### config.mk
export PLATFORM = sky130hd
export DESIGN_NAME = seg7_scan_driver
export DESIGN_NICKNAME = d
export VERILOG_FILES = /design/src/rtl/seg7_scan_driver.sv
export SDC_FILE = /design/constraint.sdc
export NUM_CORES = 1
export LEC_CHECK = 0
export BUFFER_PORTS_ARGS = -buffer_cell sky130_fd_sc_hd__buf_2
export CAP_MARGIN = 40
export CORE_MARGIN = 4
export CORE_UTILIZATION = 57
export CTS_CLUSTER_DIAMETER = 50
export CTS_CLUSTER_SIZE = 30
export DETAILED_ROUTE_END_ITERATION = 6
export PLACE_DENSITY = 0.79
export SLEW_MARGIN = 5
export SYNTH_ARGS = -nofsm -noshare
export SYNTH_HDL_FRONTEND = slang
export SYNTH_SLANG_ARGS = --single-unit
### constraint.sdc
create_clock -name clk -period 3 [get_ports clk]
set_input_delay 0.15 -clock clk [delete_from_list [all_inputs] [get_ports clk]]
set_output_delay 0.15 -clock clk [all_outputs]
set_load 0.05 [all_outputs]
### src/rtl/seg7_scan_driver.sv
// seg7_scan_driver
//   Time-multiplexed N-digit hex 7-segment driver. One shared segment bus is
//   strobed across N_DIGITS one-hot digit enables. The display value is double
//   buffered: loads land in a holding register and are copied to the shadow
//   (displayed) register only at a frame wrap, so a frame never mixes digits
//   from two values. Each digit slot starts with BLANK_CYC cycles of all
//   strobes off to suppress ghosting on the shared segment lines.
//
//   Optional feature: define SEG7_LZ_BLANK_EN for leading-zero suppression
//   (digit i>0 has its segments blanked when nibbles i..N_DIGITS-1 are all 0;
//   strobe timing and dp are unaffected; digit 0 is never suppressed).
//
// Parameters
//   N_DIGITS   number of digits (>=1)
//   SCAN_DIV   clk cycles per digit slot (>=2)
//   BLANK_CYC  blank cycles at the start of each slot (0..SCAN_DIV-1)
//   ACTIVE_LOW 1: seg, dp and dig_en are inverted at the pins
//
// Ports
//   clk        system clock
//   rst_n      synchronous reset, active-low
//   en         scan enable; 0 freezes the scan and blanks the outputs
//   load       capture value_in/dp_in
//   value_in   nibble i drives digit i (digit 0 = value_in[3:0])
//   dp_in      decimal point per digit
//   seg        {a,b,c,d,e,f,g}, a = MSB (registered)
//   dp         decimal point of the active digit (registered)
//   dig_en     one-hot digit strobe (registered)
//   frame_done high during the cycle whose clock edge wraps the frame
module seg7_scan_driver #(
  parameter int N_DIGITS   = 4,
  parameter int SCAN_DIV   = 1000,
  parameter int BLANK_CYC  = 2,
  parameter int ACTIVE_LOW = 0
) (
  input  logic                    clk,
  input  logic                    rst_n,
  input  logic                    en,
  input  logic                    load,
  input  logic [4*N_DIGITS-1:0]   value_in,
  input  logic [N_DIGITS-1:0]     dp_in,
  output logic [6:0]              seg,
  output logic                    dp,
  output logic [N_DIGITS-1:0]     dig_en,
  output logic                    frame_done
);

  localparam int PW = $clog2(SCAN_DIV);
  localparam int IW = (N_DIGITS > 1) ? $clog2(N_DIGITS) : 1;
  localparam logic [PW-1:0]       PCNT_LAST = PW'(SCAN_DIV - 1);
  localparam logic [IW-1:0]       IDX_LAST  = IW'(N_DIGITS - 1);
  // Pin-level "off" patterns; XOR-ing a logical value with these applies polarity.
  localparam logic [6:0]          SEG_OFF = (ACTIVE_LOW != 0) ? 7'h7f : 7'h00;
  localparam logic                DP_OFF  = (ACTIVE_LOW != 0);
  localparam logic [N_DIGITS-1:0] DIG_OFF = (ACTIVE_LOW != 0) ? '1 : '0;

  function automatic logic [6:0] decode(input logic [3:0] nib);
    logic [6:0] s;
    case (nib)
      4'h0:    s = 7'b1111110;
      4'h1:    s = 7'b0110000;
      4'h2:    s = 7'b1101101;
      4'h3:    s = 7'b1111001;
      4'h4:    s = 7'b0110011;
      4'h5:    s = 7'b1011011;
      4'h6:    s = 7'b1011111;
      4'h7:    s = 7'b1110000;
      4'h8:    s = 7'b1111111;
      4'h9:    s = 7'b1111011;
      4'hA:    s = 7'b1110111;
      4'hB:    s = 7'b0011111;
      4'hC:    s = 7'b1001110;
      4'hD:    s = 7'b0111101;
      4'hE:    s = 7'b1001111;
      default: s = 7'b1000111;
    endcase
    return s;
  endfunction

  logic [PW-1:0]         pcnt_q, pcnt_d;
  logic [IW-1:0]         idx_q, idx_d;
  logic [4*N_DIGITS-1:0] hold_val_q, hold_val_d, shad_val_q, shad_val_d;
  logic [N_DIGITS-1:0]   hold_dp_q, hold_dp_d, shad_dp_q, shad_dp_d;
  logic                  pending_q, pending_d;
  logic [6:0]            seg_q, seg_d;
  logic                  dp_q, dp_d;
  logic [N_DIGITS-1:0]   dig_en_q, dig_en_d;

  logic                  last_slot;
  logic                  wrap;
  logic                  active;
  logic [3:0]            nib;
  logic                  nib_dp;
  logic                  lz_blank;
  logic [6:0]            seg_log;
  logic [N_DIGITS-1:0]   dig_log;
`ifdef SEG7_LZ_BLANK_EN
  logic                  upper_nz;
`endif

  always_comb begin
    last_slot  = (pcnt_q == PCNT_LAST);
    wrap       = en && last_slot && (idx_q == IDX_LAST);

    pcnt_d     = pcnt_q;
    idx_d      = idx_q;
    hold_val_d = hold_val_q;
    hold_dp_d  = hold_dp_q;
    shad_val_d = shad_val_q;
    shad_dp_d  = shad_dp_q;
    pending_d  = pending_q;

    if (en) begin
      if (last_slot) begin
        pcnt_d = '0;
        idx_d  = (idx_q == IDX_LAST) ? '0 : idx_q + 1'b1;
      end else begin
        pcnt_d = pcnt_q + 1'b1;
      end
    end

    if (load) begin
      hold_val_d = value_in;
      hold_dp_d  = dp_in;
    end

    // A load coinciding with the wrap bypasses the holding stage so it is
    // visible from digit 0 of the very next frame.
    if (wrap && load) begin
      shad_val_d = value_in;
      shad_dp_d  = dp_in;
      pending_d  = 1'b0;
    end else begin
      if (wrap && pending_q) begin
        shad_val_d = hold_val_q;
        shad_dp_d  = hold_dp_q;
        pending_d  = 1'b0;
      end
      if (load) pending_d = 1'b1;
    end

    // Digit selection from the current (pre-edge) scan position.
    nib     = 4'h0;
    nib_dp  = 1'b0;
    dig_log = '0;
    for (int i = 0; i < N_DIGITS; i++) begin
      if (idx_q == IW'(i)) begin
        nib        = shad_val_q[4*i +: 4];
        nib_dp     = shad_dp_q[i];
        dig_log[i] = 1'b1;
      end
    end

`ifdef SEG7_LZ_BLANK_EN
    upper_nz = 1'b0;
    for (int i = 0; i < N_DIGITS; i++) begin
      if ((IW'(i) >= idx_q) && (shad_val_q[4*i +: 4] != 4'h0)) upper_nz = 1'b1;
    end
    lz_blank = (idx_q != '0) && !upper_nz;
`else
    lz_blank = 1'b0;
`endif

    seg_log = lz_blank ? 7'h00 : decode(nib);
    active  = en && (int'(pcnt_q) >= BLANK_CYC);

    if (active) begin
      seg_d    = seg_log ^ SEG_OFF;
      dp_d     = nib_dp ^ DP_OFF;
      dig_en_d = dig_log ^ DIG_OFF;
    end else begin
      seg_d    = SEG_OFF;
      dp_d     = DP_OFF;
      dig_en_d = DIG_OFF;
    end
  end

  always_ff @(posedge clk) begin
    if (!rst_n) begin
      pcnt_q     <= '0;
      idx_q      <= '0;
      hold_val_q <= '0;
      hold_dp_q  <= '0;
      shad_val_q <= '0;
      shad_dp_q  <= '0;
      pending_q  <= 1'b0;
      seg_q      <= SEG_OFF;
      dp_q       <= DP_OFF;
      dig_en_q   <= DIG_OFF;
    end else begin
      pcnt_q     <= pcnt_d;
      idx_q      <= idx_d;
      hold_val_q <= hold_val_d;
      hold_dp_q  <= hold_dp_d;
      shad_val_q <= shad_val_d;
      shad_dp_q  <= shad_dp_d;
      pending_q  <= pending_d;
      seg_q      <= seg_d;
      dp_q       <= dp_d;
      dig_en_q   <= dig_en_d;
    end
  end

  assign seg        = seg_q;
  assign dp         = dp_q;
  assign dig_en     = dig_en_q;
  assign frame_done = wrap && rst_n;

endmodule

* Yosys cells after proc, flatten, opt, wreduce, memory -nomap -nowiden *
Memories as Yosys holds them, arrays and structs flattened. A register that Yosys moved wholly into a read port is not among the register bits.
Index checks and enable logic that the tools add are counted.
Widths: inputs -> output; s select.

storage, ports and cells
  register bits after elaboration = 58
  memory bits (read-only) = 112
  bits of input ports = 24
  output and inout port bits = 13
  memories kept = 1

operators by class
  add/subtract/negate cells = 2
  $lt $le $gt $ge = 1
  eq/ne operators = 4
  mux-type cells = 20
  bitwise operators = 1
  reductions and logical operators = 13

memory list
  name             depth  width  read ports  clocked after memory_dff  write ports  line  source
  (no name shown)  16     7      1           1                         0            59    case (nib)

operator list
  kind                   number
  $mux 16                2
  $mux 4                 6
  $add 10x1->10 const B  1
  $eq 10x10->1 const B   1
  $ge 10x2->1 const B    1
  $mux 1                 10
  $mux 10                1
  $logic_and 1x1->1      6
  $eq 2x2->1 const B     2
  $reduce_and 2->1       2
  $reduce_bool 2->1      2
  $add 2x1->2 const B    1
  $eq 2x1->1 const B     1
  $logic_not 2->1        1
  $mux 2                 1
  $reduce_or 2->1        1
  $logic_not 1->1        1
  $not 1->1              1

* Depth between registers and ports, before layout *
Gate-level depths: netlist (run 1).

  word-level depth = 6
  mapped depth = 12
  mapped depth without buffers = 11

* Worst setup path before layout (run 1) *
OpenSTA, ideal clock, no wires.

  kind = register to register
  from = register idx_q[0]
  to = register seg_q[3] (netlist: seg[3])
  arrival time = 2.147 ns
  required time = 2.930 ns
  setup slack = 0.783 ns
  stages on the path, launching flop included = 10
  path buffers = 1
  clock period less this slack = 2.217 ns
  cell sequence = dfxtp_1 ha_1 buf_4 o311ai_1 inv_1 ha_1 inv_1 a21oi_1 o21ai_0 a21oi_1

on the way
  word-level cells in the longest chain between the ends = 5
  elaborated cells on any way between the ends = 8
  those cells by class = eq/ne (3); mux (4); reduce/logical (1)

ends and longest elaborated chain
  item                    line  source
  from (decl)             81    logic [IW-1:0] idx_q, idx_d;
  from (signal assigned)  192   idx_q <= idx_d;
  $logic_not 2->1         147   if (idx_q == IW'(i)) begin
  $mux 4 (3 in series)    147
  $mux 4 (*)              147
  to (decl)               85    logic [6:0] seg_q, seg_d;

Every way passes the cells marked *; elsewhere a longest branch is shown, timed or not.
A chain may end at the register's enable or synchronous reset.

* Worst setup path in the final report (run 1) *
Same ends and word-level chain as after synthesis.

==> results of run 1 <==
[power groups by stage]
| stage | Sequential, mW | Clock [mW] | Combinational [mW] |
|---|---|---|---|
| 6_report | 0.901 | 0.839 | 0.124 |
| 4_1_cts | 0.901 | 0.856 | 0.124 |
| 3_3_place_gp | 0.919 | 0 | 0.121 |
| 3_5_place_dp | 0.920 | 0 | 0.123 |
| 5_1_grt | 0.904 | 0.905 | 0.138 |
| 2_1_floorplan | 0.937 | 0 | 0.0696 |
[cells by family (layout without fill, tap and decap cells)]
group | count (synthesis) | count (layout) | share of synthesized area
flops | 65 | 65 | 0.4489
fa+ha+maj | 13 | 13 | 0.05611
compound gates | 60 | 60 | 0.1446
mux | 21 | 21 | 0.07251
buf+inv | 31 | 69 | 0.04618
xor+xnor | 9 | 9 | 0.02719
simple gates | 113 | 113 | 0.2046
[per-stage QoR]
step	worst slack [ns]	instances	power (mW)	hold slack, ns
after detailed placement	0.3781	401	1.044	0.4366
after global placement	0.5768	401	1.040	0.4258
after global routing	0.06101	417	1.947	0.09038
after floorplan	0.7828	312	1.007	0.3195
final	0.2872	417	1.864	0.09270
after CTS	0.3368	417	1.882	0.08102
[per-layer routing]
metal	GRT usage	up-vias
met3	0.04535	11
li1	-	1152
met5	0	-
met1	0.2632	1089
met2	0.3274	68
met4	0.1134	0
[path summary, 6_finish.rpt]
kind                               startpoint             end  slack, ns  cells after the start
worst min-delay path             value_in[12]  hold_val_q[12]       0.09                      3
worst min register to register  shad_val_q[0]   shad_val_q[0]       0.46                      2
worst max-delay path                 idx_q[0]          seg[3]       0.29                     10
worst max register to register       idx_q[0]          seg[3]       0.29                     10
[flip-flops by register name (all words and copies together) (netlist names)]
register	count
dig_en	4
hold_dp_q	4
hold_val_q	16
seg	7
shad_val_q	16
pending_q	1
pcnt_q	10
idx_q	2
shad_dp_q	4
dp	1
[layout make-up]
class / count / area share
clock buffer: 11 / 0.04542
timing repair buffer: 39 / 0.06081
sequential: 65 / 0.3904
clock inverter: 5 / 0.02327
tap: 67 / 0.02515
inverter: 14 / 0.01577
multi-input combinational: 216 / 0.4392
[synthesized netlist by cell type]
cell	count	area, µm²
a211o_1	1	8.760
a211oi_1	5	37.54
a211oi_2	1	12.51
a21oi_1	6	30.03
a221oi_1	4	35.03
a311oi_1	1	8.760
a311oi_2	1	15.01
a31oi_1	1	6.260
and2_1	4	25.02
and3_1	1	6.260
buf_2	8	40.04
buf_4	2	15.01
clkbuf_1	7	26.28
dfxtp_1	65	1301
ha_1	13	162.7
inv_1	13	48.80
inv_2	1	3.750
mux2i_1	21	210.2
nand2_1	22	82.58
nand2b_1	2	12.51
nand3_1	18	90.09
nand3b_1	3	22.52
nand4_1	3	18.77
nor2_1	24	90.09
nor2b_1	25	156.4
nor3_1	3	15.01
nor3b_1	3	22.52
nor4_1	2	12.51
nor4_4	1	21.27
o211a_1	9	90.09
o211ai_1	3	22.52
o21a_1	1	7.510
o21ai_0	10	50.05
o21ai_1	11	55.05
o22ai_1	5	31.28
o311ai_1	1	8.760
or3_1	1	6.260
or3b_4	1	11.26
xnor2_1	7	61.31
xor2_1	2	17.52
[critical path, cell delays in order (launching register included)]
cell      delay, ns
dfxtp_1        0.35
inv_1          0.10
ha_1           0.28
inv_1          0.13
o311ai_1       0.76
inv_1          0.22
ha_1           0.38
inv_1          0.05
a21oi_1        0.11
o21ai_0        0.09
a21oi_1        0.16
==> impl_metrics.yaml, run 1 <==
floorplan:
  floorplan.die.width_um: 79.32
  site_row_count: 25
  floorplan.initialDensity: 0.6018
  core-area_um2: 4817
  die-area_um2: 6291
  design.portCount: 37
  die_height_um: 79.32
pwr:
  switching_share: 0.2239
  cell_leakage_power_nw: 1.498
  seq_power_share: 0.483
  p_sw_uw: 417.3
  internal_power_mw: 1.447
  pwr_density_cell_nw_per_um2: 559.3
  comb_pwr_share: 0.066
  vdd_drop_max_uv: 329.0
  pwr-share-clk: 0.450
logic_synthesis:
  postSynthCellCount: 312
  netlist-cell-type-count: 40
  yosys_register_bits: 65
  ys_seq_area_frac: 0.4489
  yosysWarnings: 0
  post_synth_instance_area_um2: 2899
  avgSynthCellArea_um2: 9.292
  synth_nets: 349
cells_and_area:
  finalNetCount: 382
  finalCoreUtilization: 0.6919
  multi_input_area_um2: 1464
  num_antenna_cells: 0
  number_of_filler_cells_placed_in_the_layout: 416
  final_area_um2: 3333
  layout.cells.most_common: "dfxtp_1"
  layout-drive-gt1-share: 0.1714
  syn_to_final_growth_pct: 14.98
  layout.cells.most_common_list: "dfxtp_1, buf_2, nor2b_1"
  area.sequential_um2: 1301
clock_network:
  clock_latency_ns: 0.34
  cts.hold.buffers_added: 0
  clock-sinks: 65
  clk_root_buffer_cell: "clkbuf_8"
  clk_pin_slew_ns: 0.07
  tritoncts_clock_tree: "built"
  cts-buffers-inserted: 9
  post_cts_setup_buffer_count: 0
  cts_resized: 0
  clk_path_buf_depth: 2
  cts.htree.levels: 3
routing:
  routed_wire_length_per_instance_um: 14.14
  ant_nets: 0
  drt_drc_violations_left: 0
  routed_wl_um: 5895
  met3_wire_len_um: 294
  drt_iter0_drc: 97
  viasPerCell: 5.564
  first_pass_iters: 4
  routed_vias: 2320
  highest-signal-layer: "met4"
  met2_wirelength_um: 2774
  m1WireLength_um: 2729
sta:
  worst_slew_pin_tran_ns: 0.8918
  fraction_of_the_cycle_the_final_worst_path_needs: 0.9043
  maximum_operating_frequency_mhz: 368.6
  slew_headroom: 0.3961
  timing.final.max_slew_violations: 0
  final.setup_skew_ns: 0.005835
  fin_tns_setup_ns: 0
  hold_viol_final: 0
  endpoints_failing_setup: 0
  final.min_clock_period_ns: 2.713
  rsz0062_at_grt: "no"
status:
  outcome: "complete, no violations"
global_route:
  antenna_violations_before_repair: 0
  grt_max_degree: 32
  grt_pass1_wl_um: 10130
  grt_util_all_layers: 0.2075
  via_count_of_the_first_global_routing_pass: 2196
  globalRoute.totalOverflow: 0
worst_setup_path:
  endpoint_kind: "flop"
  required_ns: 3.25
  crit_path_start_kind: "flop"
  setup.worst_path.class: "flop to flop"
  path_max_fanout: 7
  worstPathArrival_ns: 2.97
flow_run:
  maxCapViolations: 0
place:
  port_buffers: 36
  place.gp.congestion: 0.8310
  placed_wire_length_estimate_um: 3948
  total_cell_area_at_the_placement_stage_um2: 3104
hold_path:
  hold_path.class: "input port to flop"
(Power assumes the default switching activity.)
==> run 2: changes to the inputs <==
ABC_AREA = 1   (was not set)
CORE_UTILIZATION = 58   (was 57)
==> run 2 against run 1 <==
Net effect:
- critical endpoint unchanged
- sequential share of layout area down 2.3 points
- largest power group unchanged
- synthesized cell count up 43%
- die area increased by 5.9%
- combinational power rose by 7%
- hold slack improved by 0.0024 ns
- fmax is 28% higher
- cell area grew 6.3%
- sequential cell count unchanged
- clock power shrank 6.9%
==> impl_metrics.yaml, run 2 <==
status:
  outcome: "complete, no violations"
logic_synthesis:
  synth_flop_cell: "dfxtp_1"
  netlist-cell-type-count: 31
  synth_nets: 482
  ys_top_cells_by_area: "dfxtp_1, nand2_1, inv_1"
  post_synth_instance_area_um2: 3144
  yosysWarnings: 0
  ys_top_cells_by_count: "nand2_1, dfxtp_1, inv_1, nor2_1, a21oi_1"
  ys_seq_area_frac: 0.4138
  cell_taking_the_most_area_after_synthesis: "dfxtp_1"
  number_of_flops_mapped_to_enable_cells_by_yosys: 0
  synth_top_area_frac: 0.4138
  postSynthCellCount: 445
  async_flop_share: 0
  yosys_register_bits: 65
  synth_most_common_cell: "nand2_1"
  avgSynthCellArea_um2: 7.066
hold_path:
  hold_end: "hold_val_q[11]"
  hold_path_startpoint: "value_in[11]"
  hold-path-cell-count: 3
  hold_path.class: "input port to flop"
worst_setup_path:
  max_stage_delay_ns: 0.36
  worstPathArrival_ns: 2.35
  timing.rr.start: "idx_q[1]"
  path_max_fanout: 7
  setup.worst_path.class: "flop to flop"
  cpLargestDelayFamily: "simple AND/OR/NAND/NOR gates"
  critPathSlowestCell: "dfxtp_1"
  endpoint_kind: "flop"
  crit_chain: "inv_1 > ha_1 > nor2_1 > nand2_1 > nand2_1 > a21boi_0 > buf_4 > inv_1 > ha_1 > nand3b_1 > nand3_1 > a21oi_1"
  required_ns: 3.22
  reg2reg_depth: 12
  timing.reg2reg.setup_slack_ns: 0.88
  r2r-end: "seg[3]"
  critical_path_buf_inv_count: 3
  crit_path_start_kind: "flop"
routing:
  drt_iter0_drc: 130
  first_pass_iters: 4
  routed_vias: 2724
  ant_nets: 0
  routed_wire_length_per_instance_um: 11.27
  viasPerCell: 4.944
  drt_drc_violations_left: 0
  routed_wl_um: 6210
global_route:
  globalRoute.totalOverflow: 0
  grt_pass1_wl_um: 10540
  antenna_violations_before_repair: 0
  grt_max_degree: 38
  via_count_of_the_first_global_routing_pass: 2571
  grt_util_all_layers: 0.2032
clock_network:
  clk_pin_slew_ns: 0.07
  clock-sinks: 65
  cts_resized: 0
  clk_root_buffer_cell: "clkbuf_8"
  clock_latency_ns: 0.34
  clk_path_buf_depth: 2
  tritoncts_clock_tree: "built"
  cts.hold.buffers_added: 0
  cts.htree.levels: 3
  post_cts_setup_buffer_count: 0
  cts-buffers-inserted: 9
floorplan:
  floorplan.initialDensity: 0.6079
  floorplan.die.width_um: 81.63
  core-area_um2: 5172
  design.portCount: 37
  die-area_um2: 6663
  site_row_count: 26
  die_height_um: 81.63
place:
  port_buffers: 36
  total_cell_area_at_the_placement_stage_um2: 3327
  placed_wire_length_estimate_um: 4450
  place.gp.congestion: 0.9073
  dpl.cell_count: 535
cells_and_area:
  layout-drive-gt1-share: 0.1663
  layout.cells.most_common_list: "nand2_1, dfxtp_1, inv_1, nor2_1, buf_2"
  layout.cells.most_common: "nand2_1"
  stdcell_count: 551
  reg_top3: "hold_val_q: 16 flops, shad_val_q: 16 flops, pcnt_q: 10 flops"
  number_of_filler_cells_placed_in_the_layout: 438
  final_area_um2: 3542
  finalCoreUtilization: 0.6848
  syn_to_final_growth_pct: 12.65
  num_antenna_cells: 0
  finalNetCount: 513
pwr:
  pwr_density_cell_nw_per_um2: 511.5
  cell_leakage_power_nw: 1.739
  report.power.total_mw: 1.812
  vdd_drop_max_uv: 380.4
sta:
  timing.final.max_slew_violations: 0
  worst_slew_pin_tran_ns: 0.7007
  hold_viol_final: 0
  endpoints_failing_setup: 0
  rsz0062_at_grt: "no"
  maximum_operating_frequency_mhz: 470.8
  fraction_of_the_cycle_the_final_worst_path_needs: 0.7080
  fin_tns_setup_ns: 0
  final.setup_skew_ns: 0.006216
  slew_headroom: 0.5324
  final.min_clock_period_ns: 2.124
flow_run:
  maxCapViolations: 0
[run 2: routing by layer]
metal,vias to the layer above,share of wire,GRT usage
met1,1204,0.46,0.2411
met3,16,0.047,0.05373
met5,-,0,0
li1,1447,-,-
met4,0,0.021,0.1030
met2,57,0.47,0.3379
[run 2: cell families (layout without fill, tap and decap cells)]
| logic type | after synthesis | count (layout) | synth area share |
|---|---|---|---|
| xor+xnor | 5 | 5 | 0.01393 |
| simple gates | 217 | 217 | 0.2965 |
| buf+inv | 77 | 113 | 0.1011 |
| fa+ha+maj | 13 | 13 | 0.05173 |
| flops | 65 | 65 | 0.4138 |
| compound gates | 68 | 68 | 0.1230 |
[run 2: report_power, final]
part	internal [mW]	switching, mW
clock	0.450	0.331
sequential	0.890	0.00851
combinational	0.0449	0.0879
total	1.38	0.427
[run 2: worst min-delay path, delay by kind of cell]
family                 cells  cell delay (ns)
buffers and inverters      1             0.08
AND/OR/NAND/NOR            2             0.16
[run 2: final cells by class]
| cell class | instances | area, µm² | share of cell area |
|---|---|---|---|
| multi-input combinational | 303 | 1525 | 0.4306 |
| sequential | 65 | 1301 | 0.3674 |
| inverter | 60 | 225.2 | 0.06358 |
| timing repair buffer | 37 | 187.7 | 0.05298 |
| clock buffer | 12 | 165.2 | 0.04663 |
| tap | 70 | 87.58 | 0.02473 |
| clock inverter | 4 | 50.05 | 0.01413 |
[run 2: worst max path at each step]
stage	from	endpoint	cells past startpoint
finish	idx_q[1]	seg[3]	12
global route	idx_q[1]	seg[0]	12
CTS	idx_q[1]	seg[3]	12
detailed placement	idx_q[1]	seg[3]	12
global placement	idx_q[0]	seg[3]	11
floorplan	idx_q[0]	seg[3]	11
[run 2: per-stage QoR]
stage,hold WS [ns],setup WS (ns)
4_1_cts,0.09018,0.8919
5_1_grt,0.1043,0.6382
2_1_floorplan,0.3302,0.7615
3_5_place_dp,0.4437,0.9294
6_report,0.09507,0.8760
3_3_place_gp,0.4289,1.014
==> run 3: changes to the inputs <==
CORE_UTILIZATION = 52   (was 58)
PLACE_DENSITY = 0.75   (was 0.79)
clock period = 1.9 ns   (was 3 ns; I/O delays follow)
==> run 3 against run 2 <==
Net effect:
- count of clock-buffer cells in the layout shrank 2
- clock power grew 47%
- combinational power grew 62%
- routed wire length grew 4.9%
- via count grew 1.6%
- sequential cell count is the same
- register-to-register slack lost 0.77 ns
- largest power group unchanged
==> impl_metrics.yaml, run 3 (same netlist as run 2, synthesis figures left out) <==
cells_and_area:
  layout-drive-gt1-share: 0.2175
  final_area_um2: 3699
  number_of_filler_cells_placed_in_the_layout: 549
  stdcell_count: 567
  layout.cells.most_common_list: "nand2_1, dfxtp_1, nor2_1"
  syn_to_final_growth_pct: 17.63
  reg_top3: "hold_val_q: 16 flops, shad_val_q: 16 flops, pcnt_q: 10 flops"
  layout.cells.most_common: "nand2_1"
  finalCoreUtilization: 0.6284
  finalNetCount: 524
  num_antenna_cells: 0
global_route:
  grt_max_degree: 35
  grt_util_all_layers: 0.1883
  antenna_violations_before_repair: 0
  via_count_of_the_first_global_routing_pass: 2646
  globalRoute.totalOverflow: 0
  grt_pass1_wl_um: 11090
worst_setup_path:
  required_ns: 1.80
  setup.worst_path.class: "flop to output pin"
  crit_path_start_kind: "flop"
  crit_chain: "ha_1 > nand4_1 > nor2_4 > nand2_2 > nor2_1 > buf_6"
  critical_path_buf_inv_count: 1
  cpLargestDelayFamily: "simple AND/OR/NAND/NOR gates"
  max_stage_delay_ns: 0.37
  path_max_fanout: 5
  critPathSlowestCell: "dfxtp_1"
  worstPathArrival_ns: 1.71
  endpoint_kind: "output pin"
place:
  port_buffers: 36
  placed_wire_length_estimate_um: 4539
  place.gp.congestion: 0.9763
  total_cell_area_at_the_placement_stage_um2: 3388
  dpl.cell_count: 546
  dp_slack_ns: -0.04708
floorplan:
  site_row_count: 28
  floorplan.die.width_um: 85.76
  design.portCount: 37
  die-area_um2: 7355
  die_height_um: 85.76
  floorplan.initialDensity: 0.5342
  core-area_um2: 5886
pwr:
  vdd_drop_max_uv: 425.5
  pwr_density_cell_nw_per_um2: 752.5
  cell_leakage_power_nw: 1.796
  report.power.total_mw: 2.783
sta:
  final.min_clock_period_ns: 1.804
  layout_setup_ws_ns: 0.09569
  slew_headroom: 0.5382
  hold_viol_final: 0
  fraction_of_the_cycle_the_final_worst_path_needs: 0.9496
  hold-worst-slack_ns: 0.03672
  worst_slew_pin_tran_ns: 0.6919
  fin_tns_setup_ns: 0
  timing.final.max_slew_violations: 0
  maximum_operating_frequency_mhz: 554.2
  endpoints_failing_setup: 0
  final.setup_skew_ns: 0.009932
clock_network:
  clk_path_buf_depth: 2
  clk_root_buffer_cell: "clkbuf_8"
  cts.hold.buffers_added: 0
  cts.htree.levels: 3
  clock-sinks: 65
  clock_latency_ns: 0.34
  cts-buffers-inserted: 9
  clk_pin_slew_ns: 0.07
  tritoncts_clock_tree: "built"
routing:
  drt_iter0_drc: 158
  drt_drc_violations_left: 0
  first_pass_iters: 4
  routed_wl_um: 6515
  viasPerCell: 4.880
  routed_vias: 2767
  ant_nets: 0
  routed_wire_length_per_instance_um: 11.49
flow_run:
  maxCapViolations: 0
status:
  outcome: "complete, no violations"
hold_path:
  hold_path.class: "input port to flop"
[run 3: cell count changes in the layout (fill, tap and decap cells not counted), sizes merged]
cell | previous run | this run
buf | 37 | 48
clkinv | 2 | 6
clkbuf | 12 | 10
clkinvlp | 2 | 1
inv | 59 | 58
[run 3: worst reg2reg max path, stage by stage, from the launching register on]
cell and delay, ns:
dfxtp_1 0.37, ha_1 0.21, nand4_1 0.20, nor2_4 0.18, buf_4 0.17, nand3_4 0.07, clkinv_2 0.26, o21ai_1 0.12
nor2_1 0.14
[run 3: final cells by class]
class / instances / area, µm² / share of cell area
multi-input combinational: 303 / 1593 / 0.4306
clock inverter: 6 / 57.56 / 0.01556
timing repair buffer: 48 / 276.5 / 0.07476
clock buffer: 10 / 137.6 / 0.03721
tap: 75 / 93.84 / 0.02537
sequential: 65 / 1309 / 0.3539
inverter: 60 / 231.5 / 0.06258
[run 3: worst paths after layout]
kind,startpoint,endpoint,slack [ns],depth (start not counted)
setup / recovery,pcnt_q[0],frame_done,0.1,6
hold reg to reg,hold_val_q[15],hold_val_q[15],0.45,2
hold / removal,value_in[4],hold_val_q[4],0.04,3
setup reg to reg,pcnt_q[0],shad_dp_q[3],0.11,8
[run 3: where the power goes]
group / leakage [nW] / internal [mW] / total, mW / switching, mW
sequential: 0.532 / 1.40 / 1.41 / 0.0120
clock: 0.102 / 0.632 / 1.15 / 0.523
combinational: 1.16 / 0.0761 / 0.215 / 0.139
total: 1.80 / 2.11 / 2.78 / 0.674
[run 3: layer usage]
layer	global-route usage	wire length (µm)
met1	0.2267	2956
met2	0.3072	3058
met3	0.05091	327
met4	0.09784	174
met5	0	0
[run 3: repair_timing]
action | in CTS | in global routing
setup endpoints to repair | 8 | 12
setup buffers | 1 | 4
pin swaps | 1 | 7
gates resized for setup | 4 | 20
